===== config.mk =====
export PLATFORM = sky130hd
export DESIGN_NAME = x3q16_spimem
export DESIGN_NICKNAME = d
export VERILOG_FILES = /design/src/rtl/x3q16_spimem.sv
export SDC_FILE = /design/constraint.sdc
export NUM_CORES = 1
export LEC_CHECK = 0
export BUFFER_PORTS_ARGS = -buffer_cell sky130_fd_sc_hd__buf_2
export CAP_MARGIN = 20
export CORE_UTILIZATION = 24
export CTS_CLUSTER_DIAMETER = 150
export DETAILED_ROUTE_END_ITERATION = 8
export SKIP_CTS_REPAIR_TIMING = 1
export SLEW_MARGIN = 20
export SYNTH_ARGS = -nofsm -noshare
export SYNTH_HDL_FRONTEND = slang
export SYNTH_SLANG_ARGS = --single-unit

===== constraint.sdc =====
create_clock -name clk -period 4.1 [get_ports clk]
set_input_delay 0.41 -clock clk [delete_from_list [all_inputs] [get_ports clk]]
set_output_delay 0.41 -clock clk [all_outputs]
set_load 0.01 [all_outputs]

===== src/rtl/x3q16_spimem.sv =====
// x3q16_spimem: turns single-cycle word read/write requests from the x3q16
// core into 48-bit SPI mode-0 frames on a 23LC1024-class serial SRAM.
// Frame = command byte, 24-bit byte address, 16 data bits, MSB first.
module x3q16_spimem #(
  parameter int CLK_DIV = 2
) (
  input  logic        clk,
  input  logic        reset,
  input  logic        request,
  input  logic        request_type,
  input  logic [15:0] request_address,
  input  logic [15:0] data_in,
  output logic [15:0] memory_out,
  output logic        memory_ready,
  output logic        write_complete,
  output logic        memory_critical,
  output logic        spi_cs_n,
  output logic        spi_sclk,
  output logic        spi_mosi,
  input  logic        spi_miso
);

  typedef enum logic {IDLE, SHIFT} state_e;

  localparam logic [7:0] DIV_LAST = 8'(CLK_DIV - 1);
  localparam logic [5:0] LAST_BIT = 6'd47;

  state_e      state_q, state_d;
  logic [47:0] frame_q, frame_d;
  logic [15:0] rx_q, rx_d;
  logic [5:0]  bitCnt_q, bitCnt_d;
  logic [7:0]  div_q, div_d;
  logic        isWrite_q, isWrite_d;
  logic [15:0] memOut_q, memOut_d;
  logic        ready_q, ready_d;
  logic        wrDone_q, wrDone_d;
  logic        crit_q, crit_d;
  logic        csN_q, csN_d;
  logic        sclk_q, sclk_d;

  // Next-state logic: accept a request in IDLE, otherwise pace the SCLK
  // edges with the divider and finish the frame on the 48th falling edge.
  // MOSI is the frame MSB; after 48 shifts the frame is all zeros, so the
  // line returns low at completion without a separate register.
  always_comb begin
    state_d   = state_q;
    frame_d   = frame_q;
    rx_d      = rx_q;
    bitCnt_d  = bitCnt_q;
    div_d     = div_q;
    isWrite_d = isWrite_q;
    memOut_d  = memOut_q;
    ready_d   = 1'b0;
    wrDone_d  = 1'b0;
    crit_d    = 1'b0;
    csN_d     = csN_q;
    sclk_d    = sclk_q;
    case (state_q)
      IDLE: begin
        if (request) begin
          isWrite_d = request_type;
          frame_d   = {(request_type ? 8'h02 : 8'h03), 7'b0, request_address, 1'b0,
                       (request_type ? data_in : 16'h0000)};
          bitCnt_d  = 6'd0;
          div_d     = 8'd0;
          csN_d     = 1'b0;
          sclk_d    = 1'b0;
          state_d   = SHIFT;
        end
      end
      SHIFT: begin
        if (request) begin
          crit_d = 1'b1;
        end
        if (div_q == DIV_LAST) begin
          div_d = 8'd0;
          if (!sclk_q) begin
            sclk_d = 1'b1;
            rx_d   = {rx_q[14:0], spi_miso};
          end else begin
            sclk_d   = 1'b0;
            frame_d  = {frame_q[46:0], 1'b0};
            bitCnt_d = bitCnt_q + 6'd1;
            if (bitCnt_q == LAST_BIT) begin
              csN_d   = 1'b1;
              frame_d = 48'h0;
              state_d = IDLE;
              if (isWrite_q) begin
                wrDone_d = 1'b1;
              end else begin
                ready_d  = 1'b1;
                memOut_d = rx_q;
              end
            end
          end
        end else begin
          div_d = div_q + 8'd1;
        end
      end
      default: state_d = IDLE;
    endcase
  end

  // State and registered outputs; reset abandons any frame in flight.
  always_ff @(posedge clk or posedge reset) begin
    if (reset) begin
      state_q   <= IDLE;
      frame_q   <= 48'h0;
      rx_q      <= 16'h0;
      bitCnt_q  <= 6'd0;
      div_q     <= 8'd0;
      isWrite_q <= 1'b0;
      memOut_q  <= 16'h0;
      ready_q   <= 1'b0;
      wrDone_q  <= 1'b0;
      crit_q    <= 1'b0;
      csN_q     <= 1'b1;
      sclk_q    <= 1'b0;
    end else begin
      state_q   <= state_d;
      frame_q   <= frame_d;
      rx_q      <= rx_d;
      bitCnt_q  <= bitCnt_d;
      div_q     <= div_d;
      isWrite_q <= isWrite_d;
      memOut_q  <= memOut_d;
      ready_q   <= ready_d;
      wrDone_q  <= wrDone_d;
      crit_q    <= crit_d;
      csN_q     <= csN_d;
      sclk_q    <= sclk_d;
    end
  end

  assign memory_out      = memOut_q;
  assign memory_ready    = ready_q;
  assign write_complete  = wrDone_q;
  assign memory_critical = crit_q;
  assign spi_cs_n        = csN_q;
  assign spi_sclk        = sclk_q;
  assign spi_mosi        = frame_q[47];

endmodule


; ---- Word level (Yosys, flattened, before mapping)
; Index checks and enable logic that the tools add are counted.
[word_totals]
ff_bits = 101
output_inout_bits = 22
elab_cells = 67
[classes]
addsub = 2
n_eq_ne = 6
n_mux = 38
bitwise_logic = 3
n_reduce_logical = 6
[op_table]
columns = operator, count
row1 = $mux W48, 4
row2 = $pmux W48 S2, 1
row3 = $mux W1, 22
row4 = $mux W6, 3
row5 = $mux W16, 1
row6 = $mux W8, 2
row7 = $pmux W8 S2, 1
row8 = $pmux W6 S2, 1
row9 = $add A8 B1 Y8 const B, 1
row10 = $eq A8 B1 Y1 const B, 1
row11 = $add A6 B1 Y6 const B, 1
row12 = $eq A6 B6 Y1 const B, 1
row13 = $ne A2 B1 Y1 const B, 3
row14 = $pmux W1 S2, 3
row15 = $reduce_and A3 Y1, 2
row16 = $reduce_and A5 Y1, 1
row17 = $reduce_and A2 Y1, 2
row18 = $reduce_and A4 Y1, 1
row19 = $not A1 Y1, 3
row20 = $ne A2 B2 Y1 const B, 1

; ---- Depth between registers and ports, before layout
; Gate-level depths: netlist of run 1.
[logic_depth]
word_depth = 5
ltp_mapped = 8
depth_no_buf = 6

; ---- Worst setup path after synthesis of run 1
; OpenSTA, ideal clock, no wires.
[synth_path]
path_type = flip-flop to flip-flop
from = register div_q[1]
to = register memOut_q[0], in the netlist memory_out[0]
setup_ps = 125
t_arrival_ps = 1955
required_time_ps = 3975
slack_ps = 2020
path_stages_with_launch = 9
period_less_slack_ps = 2080
path_cell_list = dfrtp_1 -> inv_1 -> ha_1 -> nor4b_4 -> nand4_2 -> or3_1 -> buf_6 -> buf_12 -> mux2_4
[synth_between]
elab_chain_cells = 2
[synth_rtl]
columns = element, line_no
row1 = "start, declared", 32  ; logic [7:0] div_q, div_d;
row2 = "start signal, assigned", 124  ; div_q <= div_d;
row3 = $eq A8 B1 Y1, 75  ; if (div_q == DIV_LAST) begin
row4 = $reduce_and A5 Y1 (no source line), -
row5 = "end signal, assigned", 126  ; memOut_q <= memOut_d;
row6 = "end, declared", 34  ; logic [15:0] memOut_q, memOut_d;
; Every way passes these cells.
; A chain may end at the register's enable or synchronous reset.

; ---- Final worst setup path of run 1
[layout_path]
from = register div_q[1]
to = register frame_q[13]
[layout_between]
elab_chain_cells = 3
[layout_rtl]
columns = element, line_no
row1 = $eq A8 B1 Y1, 75
row2 = $ne A2 B1 Y1 (no source line), -
row3 = $reduce_and A3 Y1 (no source line), -
row4 = "end signal, assigned", 121  ; frame_q <= frame_d;
row5 = "end, declared", 29  ; logic [47:0] frame_q, frame_d;
; Every way passes these cells.

==> impl_metrics.json, run 1 <==
{
  "num_rows": 48,
  "path_class": "flip-flop to flip-flop",
  "clkLatencyLatePin_ns": 0.35,
  "hp-class": "primary input to async pin",
  "end_kind": "flip-flop",
  "synthToLayoutAreaGrowth_pct": 18.83,
  "path_delay_family": "simple AND/OR/NAND/NOR gates",
  "cts_sinks": 101,
  "fmax_ghz": 0.3459,
  "setup_viol_count_final": 0,
  "wl_per_cell_microns": 13.96,
  "worstMarginPinSlew_ns": 1.006,
  "netlist.top_cell.by_area": "dfrtp_1",
  "synth.avg_cell_area_sq_um": 12.67,
  "dr.first_iter.drc_count": 140,
  "period_minus_slack_ns": 2.891,
  "clockRootBuffer": "clkbuf_16",
  "synth.distinct_cells": 43,
  "syn_inst": 342,
  "drc": 0,
  "vias": 2811,
  "grt_max_degree": 65,
  "diodes": 0,
  "die_x_microns": 136.3,
  "clock_skew_ns": 0.01062,
  "grt_pass1_vias": 2765,
  "peakVddDrop_v": 0.0002355,
  "die_h_microns": 136.3,
  "dpl.hpwl_microns": 5826,
  "final_cell_mix": "100 x dfrtp_1, 58 x buf_2, 24 x o21ai_0",
  "dr_wl_met2_microns": 3877,
  "cpMaxStageDelayCell": "and2_1",
  "rsz0062_at_grt": "false",
  "first_pass_iters": 4,
  "placed_cell_area_sq_mm": 0.004835,
  "critPathMaxFanout": 39,
  "netlist.area_leader.share_pct": 57.77,
  "pin_count": 59,
  "hold_viol_final": 0,
  "viasPerCell": 4.519,
  "syn_area_sq_mm": 0.004332,
  "async_flop_share_pct": 100.0,
  "post-route-period-util_pct": 70.51,
  "numCtsBuffers": 9,
  "synth_ff_type": "dfrtp_1",
  "drv_cap": 0,
  "fin_area_sq_mm": 0.005147,
  "drive_gt1_share_pct": 30.48,
  "startpoint_type": "flip-flop",
  "seq_area_frac_synth_pct": 58.38,
  "cts_max_path_buffers": 2,
  "power_density_mw_per_mm2": 539.3,
  "dpl.cell_count": 606,
  "power.leakage_nw": 2.480,
  "grt_pass1_wl_microns": 14210,
  "finalNetCount": 432,
  "design.die.area_sq_mm": 0.01859,
  "met3WireLength_microns": 355,
  "outcome": "complete, no violations",
  "global_route.overflow_total": 0,
  "synth-warning-count": 0,
  "antenna_found_initial": 0,
  "portBuffers": 58,
  "required_ns": 4.39,
  "place_congestion": 0.7104,
  "drt-total-wl_microns": 8682,
  "ys_ff_latch": 101,
  "p_total_mw": 2.776,
  "cpPeakStageDelay_ns": 0.86,
  "cts_tree": "yes",
  "fin_setup_tns_ns": 0,
  "detail-route-antenna-nets": 0,
  "drv_slew": 0,
  "dr.max_layer_used": "met4",
  "grt_use_total_pct": 9.789,
  "layoutNonFillerInstCount": 622,
  "mostFrequentLayoutCell": "dfrtp_1",
  "syn_nets": 382,
  "start_util_pct": 24.79,
  "wl_met1_microns": 4365,
  "slew_headroom_pct": 32.96,
  "cp.arrival_ns": 3.18,
  "synthTopCellsByArea": "dfrtp_1 58%, mux2_2 6.0%, mux2i_1 4.4%",
  "clk_pin_slew_ns": 0.08,
  "h-tree-depth": 3,
  "design.core.area_sq_mm": 0.01748,
  "synth_edf_count": 0,
  "cp_cell_sequence": "inv_1, ha_1, nor4b_4, and4_2, buf_4, and2_1, a221o_1",
  "critPathBufInv": 2
}
-- cells by family after synthesis --
logic type / synth area share [%]
xor gates and xnor gates: 1.011
buffers and inverters: 3.120
DFF: 58.38
adders and majority gates: 0.8666
muxes: 13.49
AOI/OAI and AO/OA: 11.09
and+or+nand+nor: 12.04
-- path summary, 6_finish.rpt --
check	startpoint	end	slack [ns]	depth (start not counted)
worst max-delay path	div_q[1]	frame_q[13]	1.21	7
worst min-delay path	reset	frame_q[6]	0.18	2
worst max register to register	div_q[1]	frame_q[13]	1.21	7
worst min register to register	frame_q[34]	frame_q[35]	0.50	1
max in group asynchronous	reset	spi_cs_n	2.85	3
min in group clk	spi_miso	rx_q[0]	0.31	2
-- routing by layer --
metal	vias to the layer above	global-route usage (%)
met5	-	0
met4	0	2.531
met3	8	3.020
met2	56	14.50
met1	1389	13.70
li1	1358	-
-- final cells by class --
| class | instances | area [sq um] |
|---|---|---|
| clock inverter | 7 | 76.32 |
| timing repair buffer | 63 | 327.8 |
| fill | 1781 | 12330 |
| clock buffer | 9 | 225.2 |
| sequential | 101 | 2529 |
| tap | 225 | 281.5 |
| multi-input combinational | 214 | 1694 |
| inverter | 3 | 13.76 |
-- state kept, by name (all words and copies together), names as in the netlist --
register / cells
frame_q: 48
memory_out: 16
rx_q: 16
div_q: 8
bitCnt_q: 6
isWrite_q: 1
memory_critical: 1
memory_ready: 1
spi_cs_n: 1
spi_sclk: 1
state_q: 1
write_complete: 1
-- report_power, final --
group	switching (mW)	leakage, nW	internal, mW
Sequential	0.211	1.30	1.26
Combinational	0.200	1.03	0.258
Clock	0.418	0.147	0.432
Total	0.830	2.48	1.95
-- worst reg2reg max path, delay by kind of cell, from the launching register on --
family | cells | cell delay [ns]
AOI/OAI and AO/OA | 1 | 0.30
adders and majority gates | 1 | 0.16
buffers and inverters | 2 | 0.42
DFF | 1 | 0.41
and+or+nand+nor | 3 | 1.56
-- synth_stat cells (all sizes together), types with 2 or more instances --
cell type	number
a21o	2
a21oi	2
a221o	15
a22o	15
and2	5
and3	18
buf	12
clkbuf	12
dfrtp	100
ha	3
inv	3
mux2	32
mux2i	19
nand2	18
nand2b	4
nand3	21
nand3b	2
nand4	5
nor2	7
nor2b	2
nor3	3
nor3b	2
o21ai	24
xnor2	5
-- through the flow --
stage / utilization, % / hold WS, ns / setup WS [ns]
2_1_floorplan: - / 0.4451 / 1.045
3_3_place_gp: 27.66 / 0.4738 / 1.325
3_5_place_dp: 27.66 / 0.4888 / 1.246
4_1_cts: 29.39 / 0.2328 / 1.228
5_1_grt: 29.45 / 0.2548 / 0.9681
6_report: 29.45 / 0.1845 / 1.209
No activity file was read; power rests on OpenSTA's default activity.
==> run 2: changes to the inputs <==
clock period = 2.38 ns   (was 4.1 ns; I/O delays follow)
==> run 2 against run 1 <==
Effect of this change: clock skew barely moved; total power rose by 74%; core utilization rose by 0.51 points; register-to-register slack got worse by 0.98 ns; sequential cell count did not move; fmax rose by 34%; via count rose by 0.43%; largest cell class unchanged.
==> impl_metrics.json, run 2 (synthesized netlist as in run 1, its figures left out) <==
{
  "dpl.hpwl_microns": 6072,
  "cp.arrival_ns": 2.39,
  "design.die.area_sq_mm": 0.01859,
  "numCtsBuffers": 9,
  "clockRootBuffer": "clkbuf_16",
  "period_minus_slack_ns": 2.152,
  "cts_tree": "yes",
  "grt_max_degree": 60,
  "hold_viol_final": 0,
  "viasPerCell": 4.481,
  "cts_max_path_buffers": 2,
  "drv_cap": 0,
  "drive_gt1_share_pct": 31.60,
  "h-tree-depth": 3,
  "grt_use_total_pct": 10.17,
  "cpMaxStageDelayCell": "dfrtp_1",
  "critPathBufInv": 1,
  "top_register": "frame_q",
  "grt_pass1_wl_microns": 14650,
  "global_route.overflow_total": 0,
  "dr.first_iter.drc_count": 106,
  "startpoint_type": "flip-flop",
  "slew_headroom_pct": 69.40,
  "pin_count": 59,
  "setup_viol_count_final": 0,
  "worstMarginPinSlew_ns": 0.4581,
  "vias": 2823,
  "rsz0062_at_grt": "false",
  "power_density_mw_per_mm2": 924.8,
  "drt-total-wl_microns": 8810,
  "wl_per_cell_microns": 13.98,
  "peakVddDrop_v": 0.0004895,
  "grt_pass1_vias": 2806,
  "end_kind": "flip-flop",
  "num_rows": 48,
  "synthToLayoutAreaGrowth_pct": 20.88,
  "path_delay_family": "simple AND/OR/NAND/NOR gates",
  "cp_cell_sequence": "nor3_2, nand4_2, or3_1, buf_4, mux2_4",
  "path_class": "flip-flop to flip-flop",
  "hold_path_depth": 2,
  "outcome": "complete, no violations",
  "first_pass_iters": 4,
  "diodes": 0,
  "detail-route-antenna-nets": 0,
  "final_cell_mix": "100 x dfrtp_1, 58 x buf_2, 24 x o21ai_0",
  "fin_setup_tns_ns": 0,
  "die_x_microns": 136.3,
  "clk_pin_slew_ns": 0.08,
  "largest_reg_flops": 48,
  "start_util_pct": 24.79,
  "clkLatencyLatePin_ns": 0.35,
  "dp_slack_ns": 0.1428,
  "drv_slew": 0,
  "cpPeakStageDelay_ns": 0.44,
  "cts_sinks": 101,
  "power.leakage_nw": 2.522,
  "antenna_found_initial": 0,
  "critical_path_depth": 5,
  "place_congestion": 0.7774,
  "fmax_ghz": 0.4647,
  "clock_skew_ns": 0.01025,
  "r2r_cells": 5,
  "mostFrequentLayoutCell": "dfrtp_1",
  "design.core.area_sq_mm": 0.01748,
  "post-route-period-util_pct": 90.41,
  "required_ns": 2.61,
  "die_h_microns": 136.3,
  "timing.final.ws_setup_ns": 0.2282,
  "portBuffers": 58,
  "hp-class": "primary input to flip-flop",
  "drc": 0,
  "finalNetCount": 440,
  "critPathMaxFanout": 17
}
## run 2: worst register-to-register path, cell delays in order, from the launching register on
cell	delay [ns]
dfrtp_1	0.44
nor3_2	0.42
nand4_2	0.21
or3_1	0.41
buf_4	0.23
mux2_4	0.32
## run 2: layout make-up
class / count / area, sq um
Clock buffer: 9 / 225.2
Sequential cell: 101 / 2529
Multi-Input combinational cell: 214 / 1692
Clock inverter: 7 / 78.83
Inverter: 3 / 15.01
Tap cell: 225 / 281.5
Timing Repair Buffer: 71 / 415.4
Fill cell: 1767 / 12240
## run 2: stage by stage
step	cells	cell area [sq um]	power, mW	hold slack, ns	utilization (%)
floorplan	342	4335	3.090	0.3363	-
finish	630	5236	4.843	0.1548	29.96
global route	630	5236	5.147	0.1468	29.96
global placement	613	4913	3.302	0.2196	28.11
CTS	629	5218	4.912	-0.1560	29.85
detailed placement	613	4913	3.368	0.2367	28.11
## run 2: final timing paths
kind | slack (ns) | to | start
worst min register to register | 0.48 | bitCnt_q[5] | bitCnt_q[5]
max in group asynchronous | 1.23 | rx_q[5] | reset
worst min-delay path | 0.15 | rx_q[0] | spi_miso
min in group asynchronous | 0.40 | memory_out[6] | reset
worst max-delay path | 0.23 | memory_out[1] | div_q[2]
worst max register to register | 0.23 | memory_out[1] | div_q[2]
## run 2: where the power goes
group | internal [mW] | switching (mW)
combinational | 0.462 | 0.349
clock | 0.762 | 0.746
sequential | 2.16 | 0.360
## run 2: routing by layer
layer  global-route usage [%]  wire length [microns]  vias to the layer above
met3                    3.393                    396                        5
met1                    13.54                   4359                     1396
met5                        0                      0                        -
li1                         -                      -                     1367
met4                    3.086                     44                        0
met2                    15.48                   4010                       55
